[src/rtl/iic_fifo_serializer.sv]
// iic_fifo_serializer
// Pops 16-bit words from the head of a FIFO and shifts them out MSB-first on a
// 3-wire serial link (bit clock, data, frame sync). The bit rate comes from a
// programmable half-period divider that is latched at each word load.
//
// Ports:
//   clk_i           system clock, rising edge
//   rst_n_i         asynchronous active-low reset
//   en_i            streaming enable
//   div_i           bit-clock half-period in clk_i cycles, minus 1
//   fifo_outdata_i  FIFO head word, valid while fifo_empty_i=0
//   fifo_empty_i    FIFO empty flag
//   fifo_rd_o       one-cycle pulse advancing the FIFO read pointer
//   ser_clk_o       serial bit clock, idles low
//   ser_data_o      serial data, updated on ser_clk_o falling edges
//   ser_frame_o     high during the MSB bit period of every word
//   busy_o          a word is being shifted
//   underrun_o      sticky underrun flag, cleared by en_i=0
//
// State | Meaning
// ------+------------------------------------------------------------
// IDLE  | link quiet, waiting for en_i=1 with a non-empty FIFO
// SHIFT | a word is on the wire; the divider paces ser_clk_o toggles

module iic_fifo_serializer #(
    parameter int DIV_W = 8
) (
    input  logic             clk_i,
    input  logic             rst_n_i,
    input  logic             en_i,
    input  logic [DIV_W-1:0] div_i,
    input  logic [15:0]      fifo_outdata_i,
    input  logic             fifo_empty_i,
    output logic             fifo_rd_o,
    output logic             ser_clk_o,
    output logic             ser_data_o,
    output logic             ser_frame_o,
    output logic             busy_o,
    output logic             underrun_o
);

    typedef enum logic {
        ST_IDLE  = 1'b0,
        ST_SHIFT = 1'b1
    } state_t;

    state_t           state;
    logic [15:0]      shreg;
    logic [3:0]       bitcnt;
    logic [DIV_W-1:0] div_q;
    logic [DIV_W-1:0] divcnt;

    logic       load_ok;
    logic       div_tc;
    logic       word_end;
    logic       do_load;
    logic [3:0] bit_nxt;

    assign load_ok  = en_i & ~fifo_empty_i;
    assign div_tc   = (divcnt == div_q);
    // Last falling toggle of the word: the LSB period is over.
    assign word_end = (state == ST_SHIFT) && div_tc && ser_clk_o && (bitcnt == 4'd0);
    // A load happens from IDLE or directly at the end of a word, so that
    // back-to-back words stream with no idle bit clock in between.
    assign do_load  = load_ok && ((state == ST_IDLE) || word_end);
    assign bit_nxt  = bitcnt - 4'd1;

    always_ff @(posedge clk_i or negedge rst_n_i) begin
        if (!rst_n_i) begin
            state       <= ST_IDLE;
            shreg       <= '0;
            bitcnt      <= '0;
            div_q       <= '0;
            divcnt      <= '0;
            fifo_rd_o   <= 1'b0;
            ser_clk_o   <= 1'b0;
            ser_data_o  <= 1'b0;
            ser_frame_o <= 1'b0;
            busy_o      <= 1'b0;
            underrun_o  <= 1'b0;
        end else begin
            fifo_rd_o <= 1'b0;
            if (!en_i) begin
                underrun_o <= 1'b0;
            end

            if (do_load) begin
                shreg       <= fifo_outdata_i;
                div_q       <= div_i;
                fifo_rd_o   <= 1'b1;
                ser_data_o  <= fifo_outdata_i[15];
                ser_frame_o <= 1'b1;
                ser_clk_o   <= 1'b0;
                bitcnt      <= 4'd15;
                divcnt      <= '0;
                busy_o      <= 1'b1;
                state       <= ST_SHIFT;
            end else begin
                case (state)
                    ST_IDLE: begin
                        ser_clk_o   <= 1'b0;
                        ser_data_o  <= 1'b0;
                        ser_frame_o <= 1'b0;
                        busy_o      <= 1'b0;
                    end
                    ST_SHIFT: begin
                        if (!div_tc) begin
                            divcnt <= divcnt + DIV_W'(1);
                        end else begin
                            divcnt    <= '0;
                            ser_clk_o <= ~ser_clk_o;
                            if (ser_clk_o) begin
                                if (bitcnt != 4'd0) begin
                                    bitcnt      <= bit_nxt;
                                    ser_data_o  <= shreg[bit_nxt];
                                    ser_frame_o <= 1'b0;
                                end else begin
                                    // Word finished and no next word taken.
                                    state       <= ST_IDLE;
                                    busy_o      <= 1'b0;
                                    ser_data_o  <= 1'b0;
                                    ser_frame_o <= 1'b0;
                                    if (en_i) begin
                                        underrun_o <= 1'b1;
                                    end
                                end
                            end
                        end
                    end
                    default: begin
                        state <= ST_IDLE;
                    end
                endcase
            end
        end
    end

endmodule

[config.mk]
export PLATFORM = sky130hd
export DESIGN_NAME = iic_fifo_serializer
export DESIGN_NICKNAME = d
export VERILOG_FILES = /design/src/rtl/iic_fifo_serializer.sv
export SDC_FILE = /design/constraint.sdc
export NUM_CORES = 1
export LEC_CHECK = 0
export ABC_AREA = 1
export CAP_MARGIN = 15
export CORE_MARGIN = 2
export CORE_UTILIZATION = 40
export DETAILED_ROUTE_END_ITERATION = 8
export DONT_BUFFER_PORTS = 1
export MAX_ROUTING_LAYER = met4
export PLACE_DENSITY = 0.59
export RECOVER_POWER = 50
export SETUP_SLACK_MARGIN = 0.2
export SLEW_MARGIN = 15
export SYNTH_ARGS = -nofsm -noshare
export SYNTH_HDL_FRONTEND = slang
export SYNTH_SLANG_ARGS = --single-unit
[constraint.sdc]
create_clock -name clk_i -period 2.1 [get_ports clk_i]
set_clock_uncertainty 0.05 [all_clocks]
set_input_delay 0.21 -clock clk_i [delete_from_list [all_inputs] [get_ports clk_i]]
set_output_delay 0.21 -clock clk_i [all_outputs]
set_load 0.05 [all_outputs]
Word level (Yosys, flattened, before mapping) --
Cells that the tools add are included.
Word-level totals: flip-flop bits (word level) 43, output and inout bits 6, logic and storage cells 76
Operators by class: add/subtract/negate cells 2, magnitude comparators 1, equal/unequal tests 4, multiplexer cells 40, bitwise gates (word level) 4, reductions and logical operators 14
Operators by type and width (number):
- $mux W1 | 27
- $mux W8 | 3
- $mux W4 | 5
- $add A8 B1 Y8 const B | 1
- $eq A8 B8 Y1 | 1
- $pmux W1 S2 | 4
- $reduce_bool A2 Y1 | 4
- $lt A4 B5 Y1 const B | 1
- $bmux W1 S4 | 1
- $logic_and A1 B1 Y1 | 4
- $logic_not A4 Y1 | 1
- $reduce_and A4 Y1 | 1
- $reduce_bool A4 Y1 | 1
- $sub A4 B1 Y4 const B | 1
- $ne A3 B1 Y1 const B | 1
- $ne A3 B2 Y1 const B | 1
- $ne A3 B3 Y1 const B | 1
- $not A1 Y1 | 3
- $reduce_and A3 Y1 | 1
- $reduce_and A2 Y1 | 1
- $and A1 B1 Y1 | 1
- $logic_or A1 B1 Y1 | 1

Logic depth before layout (Yosys ltp) --
Gate-level depths: netlist of the first run.
word-level depth 8, depth in mapped cells 13

Worst setup path before layout of the first run --
No wires, ideal clock.
path kind register to register, start point register bitcnt[0], end point register div_q[6], setup time 0.116 ns, data arrival time 1.583 ns, required time 1.934 ns, setup slack 0.351 ns, stages on the path, launching flop included 13, clock period less this slack 1.749 ns, cell sequence dfrtp_1 > clkinv_1 > ha_1 > nand3_1 > nor2_1 > nand3_2 > nand2_2 > nand2_4 > inv_2 > buf_6 > buf_12 > nand2_2 > nand2_1
On the way: word-level cells in the longest chain between the ends 4
RTL lines:
- start: declaration | RTL line 49 | logic [3:0] bitcnt;
- start signal: assignment | RTL line 114 | bitcnt <= bit_nxt;
- $logic_not A4 Y1 | RTL line 62 | assign word_end = (state == ST_SHIFT) && div_tc && ser_clk_o && (bitcnt == 4'd0);
- $logic_and A1 B1 Y1 | RTL line 62
- $logic_or A1 B1 Y1 | RTL line 65 | assign do_load = load_ok && ((state == ST_IDLE) || word_end);
- $logic_and A1 B1 Y1 | RTL line 65
- end signal: assignment | RTL line 89 | div_q <= div_i;
- end: declaration | RTL line 50 | logic [DIV_W-1:0] div_q;
Every way passes these cells. A chain may end at the register's enable or synchronous reset.

Worst setup path after layout of the first run --
start point register bitcnt[0], end point register ser_data_o
On the way: word-level cells in the longest chain between the ends 8, elaborated cells on any way between the ends 16
RTL lines:
- $sub A4 B1 Y4 | RTL line 66 | assign bit_nxt = bitcnt - 4'd1;
- $bmux W1 S4 | RTL line 115 | ser_data_o <= shreg[bit_nxt];
- $mux W1 (implied by the code) | RTL line 115
- $mux W1 | RTL line 113 | if (bitcnt != 4'd0) begin
- $mux W1 | RTL line 112 | if (ser_clk_o) begin
- $mux W1 | RTL line 107 | if (!div_tc) begin
- $pmux W1 S2 | RTL line 99 | case (state)
- $mux W1 | RTL line 87 | if (do_load) begin
- end signal: assignment | RTL line 91 | ser_data_o <= fifo_outdata_i[15];
- end signal: assignment | RTL line 115
- end: declaration | RTL line 36 | output logic ser_data_o,
Several ways; a longest one is shown, not always the timed one. The select of a mux whose other input is x is not followed.

==> results_dict.tcl, run 1 <==
set metrics [dict create \
    status "completed" \
    avgSynthCellArea_um2 7.908 \
    worstHoldStart "div_i[7]" \
    ant_nets 0 \
    setup_viol 0 \
    antenna_found_initial 0 \
    drt_iter0_markers 81 \
    timing.fmax_ghz 0.5646 \
    seqPwrFrac_pct 52.2 \
    dp_hpwl_um 3136 \
    dpl_cell_area_um2 2253 \
    wirelength_um 4612 \
    area_delta_synth_final_pct 21.35 \
    place.gp.congestion 0.8005 \
    grt_pass1_vias 1770 \
    period_needed_ns 1.771 \
    critPathKind "reg2reg" \
    die_area_um2 6042 \
    start_util_pct 42.04 \
    p_sw_w 0.0009740 \
    cts_made_buffers 5 \
    avgViaCountPerCell 4.698 \
    reg2reg_slack_ns 0.33 \
    final-max-slew-violation-count 0 \
    cp_data_arrival_time_ns 1.91 \
    p_per_area_nw_per_um2 996.6 \
    setup_tns_ns 0 \
    ys_warn_count 0 \
    syn_inst 275 \
    grt_pass1_wl_um 7859 \
    ctsRootBufferMaster "clkbuf_8" \
    fin_crit_sh_pct 84.35 \
    cts.sinks 43 \
    cts_tree "built" \
    hold_violations 0 \
    dr.pass1.iters 4 \
    vdd_drop_max_uv 503.2 \
    synth-edff-count 0 \
    async_flop_share_pct 100.0 \
    rsz0062_at_grt "false" \
    synth.distinct_cells 26 \
    reg2reg_from "bitcnt[0]" \
    die_y_um 77.73 \
    p_int_w 0.001656 \
    h-tree-depth 2 \
    fin_area_um2 2639 \
    start_kind "flip-flop" \
    reg2reg_to "ser_data_o" \
    critPathRequiredTime_ns 2.24 \
    diodes 0 \
    post-route-util_pct 51.02 \
    switching_share_pct 37.04 \
    share_clk_of_total_power_pct 18.0 \
    core_um2 5172 \
    path_max_fanout 7 \
    syn_nets 306 \
    worstSetupEndpointType "flip-flop" \
    clk_latency_ns 0.29 \
    ys_seq_area_share_pct 49.48 \
    maxCapViolCount 0 \
    port_buffers 0 \
    grt_max_degree 44 \
    p_comb_share_pct 29.8 \
    synth_area_um2 2175 \
    grt_usage_pct 17.00 \
    hold_path.class "in2reg" \
    clk_pin_slew_ns 0.08 \
    grt-ovfl-total 0 \
    ys.flop_type "dfrtp_1" \
    layout.nets 340 \
    min_to "div_q[7]" \
    placedCellCount 344 \
    min_path_cells 2 \
    fp-row-count 26 \
    p_leak_nw 1.323 \
    relSlewSlack_pct 29.15 \
    max_slew.worst_pin.slew_ns 1.063 \
    num_vias 1776 \
    drive_gt1_share_pct 13.64 \
    drc_errors 0 \
    layout.cells.non_filler 378 \
    wire_per_inst_um 12.20 \
    reg2reg_depth 10 \
    die_w_um 77.73 \
    ys_seq_elements 43 \
    whs_ns 0.008003 \
    clock_path_buffers 2 \
    ios 34 \
]
worst max-delay path, stage by stage (launching register included):
cell      delay (ns)
dfrtp_1         0.36
clkinv_1        0.14
ha_1            0.44
a21oi_1         0.14
o21ai_0         0.12
nand3_1         0.09
nand3b_1        0.10
nand4_1         0.09
nand2_1         0.06
nand2_1         0.05
nand2_1         0.05
synth_stat cells (all sizes together), types with 3 or more instances:
master	n	area share [%]
a21oi	8	1.8
nand2	124	23
dfrtp	43	49
nand4	3	0.86
buf	5	2.1
nor2	10	2.4
ha	3	1.7
nand3	24	5.8
o21ai	10	2.3
inv	28	4.8
xnor2	5	2.0
sequential cells by signal, indices dropped and copies added (netlist names), 4 cells and up:
name,flops
shreg,16
bitcnt,4
div_q,8
divcnt,8
per-layer routing:
| layer | share of wire [%] | GRT usage, % | wire length (um) |
|---|---|---|---|
| met5 | 0 | - | 0 |
| met4 | 1.5 | 6.964 | 69 |
| met3 | 3.6 | 3.721 | 166 |
| met2 | 44 | 24.66 | 2021 |
| met1 | 51 | 23.11 | 2355 |
cell families after synthesis:
| family | share of synthesized area [%] |
|---|---|
| adder cells (fa/ha/maj) | 1.726 |
| AO/OA/AOI/OAI | 4.488 |
| XOR/XNOR | 2.819 |
| buffers and inverters | 7.480 |
| flip-flops | 49.48 |
| AND/OR/NAND/NOR | 34.00 |
power groups by stage:
stage | Combinational [W] | Sequential (W) | Clock (W)
after global routing | 0.000921 | 0.00141 | 0.000527
after global placement | 0.000724 | 0.00139 | 0
after detailed placement | 0.000732 | 0.00139 | 0
final | 0.000785 | 0.00137 | 0.000474
after CTS | 0.000799 | 0.00137 | 0.000501
after floorplan | 0.000584 | 0.00137 | 0
metrics by stage:
step,total power (W),setup slack [ns]
after floorplan,0.001956,0.3505
after global placement,0.002112,0.2255
after detailed placement,0.002119,0.1517
after CTS,0.002673,0.2007
after global routing,0.002853,0.1935
final,0.002630,0.3287
worst max-delay path by stage:
stage / startpoint / to / slack (ns) / depth (start not counted)
2_1_floorplan: bitcnt[0] / div_q[6] / 0.35 / 12
3_3_place_gp: bitcnt[1] / shreg[14] / 0.23 / 11
3_5_place_dp: bitcnt[1] / shreg[14] / 0.15 / 11
4_1_cts: bitcnt[1] / shreg[11] / 0.20 / 11
5_1_grt: bitcnt[0] / ser_data_o / 0.19 / 10
6_report: bitcnt[0] / ser_data_o / 0.33 / 10
cell type report:
| class | instances | area, um2 |
|---|---|---|
| clock buffer | 6 | 72.57 |
| inverter | 29 | 121.4 |
| fill | 496 | 2534 |
| sequential | 43 | 1076 |
| tap | 70 | 87.58 |
| multi-input combinational | 196 | 967.2 |
| timing repair buffer | 34 | 314.1 |
cells in the final DEF (no fill, tap or decap), types with 3 or more instances in the layout:
master,n
nand2_1,108
nand3_1,23
nand2_2,13
inv_2,4
nand4_1,3
dfrtp_1,43
nor2_2,3
ha_1,3
a21oi_1,8
xnor2_1,4
inv_1,23
clkbuf_8,5
nor2_1,6
buf_4,7
dlygate4sd3_1,23
o21ai_0,10
repair_timing:
item,4_1_cts,5_1_grt
setup buffers,0,4
resized for setup,2,10
hold buffers,24,0
gates cloned,0,0
pin swaps,0,1
endpoints found under the setup margin,20,25
endpoints found under the hold margin,65,0
No activity file was read; power rests on OpenSTA's default activity.
==> run 2, diff against run 1 <==
==> constraint.sdc (replaced) <==
create_clock -name clk_i -period 1.7 [get_ports clk_i]
set_clock_uncertainty 0.05 [all_clocks]
set_input_delay 0.17 -clock clk_i [delete_from_list [all_inputs] [get_ports clk_i]]
set_output_delay 0.17 -clock clk_i [all_outputs]
set_load 0.05 [all_outputs]
==> results_dict.tcl, run 2 (synthesis results as in run 1) <==
set metrics [dict create \
    p_sw_w 0.001383 \
    cp_data_arrival_time_ns 1.77 \
    met2_usage_pct 31.81 \
    slowest_stage "dfrtp_1" \
    ios 34 \
    timing.fmax_ghz 0.6103 \
    num_vias 1972 \
    dr.pass1.iters 4 \
    p_int_w 0.002368 \
    dp_hpwl_um 3340 \
    mostFrequentLayoutCell "nand2_1" \
    critPathRequiredTime_ns 1.84 \
    ctsRootBufferMaster "clkbuf_8" \
    p_per_area_nw_per_um2 1180 \
    vdd_drop_max_uv 482.4 \
    largest_reg_flops 16 \
    critPathKind "reg2reg" \
    final_cell_mix "90 x nand2_1, 42 x dfrtp_1, 28 x buf_4" \
    antenna_found_initial 0 \
    hold_violations 0 \
    status "completed" \
    fin_crit_sh_pct 96.39 \
    wire_per_inst_um 13.05 \
    grt_pass1_wl_um 8652 \
    cts.sinks 43 \
    gr-max-usage-layer "met2" \
    fp-row-count 26 \
    clk_latency_ns 0.29 \
    switching_share_pct 36.88 \
    p_total_w 0.003751 \
    die_y_um 77.73 \
    setup_viol 0 \
    dp_slack_ns 0.03167 \
    hold_path.class "in2reg" \
    final-max-slew-violation-count 0 \
    grt-ovfl-total 0 \
    reg_top3 "shreg x16, div_q x8, divcnt x8" \
    setup_slack_ns 0.06134 \
    worstSetupEndpointType "flip-flop" \
    cts_tree "built" \
    relSlewSlack_pct 30.25 \
    start_kind "flip-flop" \
    clock_path_buffers 2 \
    die_w_um 77.73 \
    cp_top_family "simple AND/OR/NAND/NOR gates" \
    h-tree-depth 2 \
    drt_iter0_markers 78 \
    dpl_cell_area_um2 2370 \
    slowest_delay_ns 0.42 \
    max_slew.worst_pin.slew_ns 1.046 \
    area_delta_synth_final_pct 46.15 \
    port_buffers 0 \
    diodes 0 \
    period_needed_ns 1.639 \
    use_met1_pct 21.84 \
    avgViaCountPerCell 4.822 \
    seqPwrFrac_pct 45.1 \
    maxCapViolCount 0 \
    place.gp.congestion 0.8475 \
    wirelength_um 5338 \
    grt_max_degree 44 \
    grt_usage_pct 18.35 \
    p_leak_nw 1.607 \
    grt_use_met3_pct 3.721 \
    rsz0062_at_grt "true" \
    drive_gt1_share_pct 33.04 \
    grt_pass1_vias 1972 \
    worst-path-buf-inv 3 \
    top_register "shreg" \
    p_comb_share_pct 36.0 \
    layout.nets 369 \
    die_area_um2 6042 \
    cts_made_buffers 5 \
    worstPathCellList "clkinv_4 -> ha_4 -> nand3_2 -> nor2_2 -> nand3_2 -> nand2_4 -> nand2_8 -> clkinv_8 -> buf_16 -> nand2_4 -> nand2_1" \
    core_um2 5172 \
    fin_area_um2 3178 \
    share_clk_of_total_power_pct 18.8 \
    ant_nets 0 \
    drc_errors 0 \
    start_util_pct 42.04 \
    path_max_fanout 8 \
    clk_pin_slew_ns 0.08 \
]
-- run 2: cell count changes in the layout (fill, tap and decap cells not counted), sizes merged --
cell         before  now
buf               9   35
clkbuf            8   11
dlygate4sd3      23   25
-- run 2: worst reg2reg max path, cell delays in order, from the launching register on --
cell      delay, ns
dfrtp_1        0.42
clkinv_4       0.10
ha_4           0.17
nand3_2        0.08
nor2_2         0.04
nand3_2        0.10
nand2_4        0.09
nand2_8        0.14
clkinv_8       0.10
buf_16         0.17
nand2_4        0.06
nand2_1        0.04
-- run 2: final timing paths --
kind,from,to,slack (ns),depth (start not counted)
worst max-delay path,bitcnt[0],div_q[4],0.06,11
worst min-delay path,fifo_outdata_i[15],shreg[15],0.06,2
worst max register to register,bitcnt[0],div_q[4],0.06,11
worst min register to register,shreg[6],shreg[6],0.43,2
max in group asynchronous,rst_n_i,ser_clk_o,0.33,2
min in group asynchronous,rst_n_i,div_q[7],0.57,2
-- run 2: routing by layer --
layer / wire length [um] / vias up / part of all wire [%]
li1: - / 986 / -
met1: 2319 / 947 / 43
met2: 2805 / 34 / 53
met3: 178 / 5 / 3.3
met4: 35 / 0 / 0.66
met5: 0 / - / 0
-- run 2: cell type report --
| cell class | instances | area (um2) |
|---|---|---|
| clock buffers | 8 | 100.1 |
| multi-input cells | 196 | 1150 |
| inverters | 29 | 126.4 |
| fillers | 446 | 1994 |
| repair buffers | 63 | 636.9 |
| well taps | 70 | 87.58 |
| flip-flops and latches | 43 | 1077 |
-- run 2: repair_timing --
item,CTS,global route
buffers inserted,11,8
endpoints found under the hold margin,67,0
gates resized for setup,20,50
pin swaps,10,21
gates cloned,1,2
setup endpoints to repair,36,39
hold buffers,26,0
-- run 2: through the flow --
step	std cells	utilization, %	hold slack [ns]	TNS, ns
6_report	409	61.44	0.05981	0
5_1_grt	409	61.44	0.05870	-0.6204
4_1_cts	399	56.68	0.08011	0
3_5_place_dp	353	45.82	-0.1739	0
3_3_place_gp	353	45.82	-0.1743	0
2_1_floorplan	275	-	-0.1756	0
-- run 2: power by group through the flow --
stage | logic, W | registers [W] | clock network (W)
after global placement | 0.000922 | 0.00171 | 0
after global routing | 0.00154 | 0.00174 | 0.000777
after CTS | 0.00114 | 0.00168 | 0.000728
after detailed placement | 0.000940 | 0.00171 | 0
final | 0.00135 | 0.00169 | 0.000707
after floorplan | 0.000721 | 0.00170 | 0
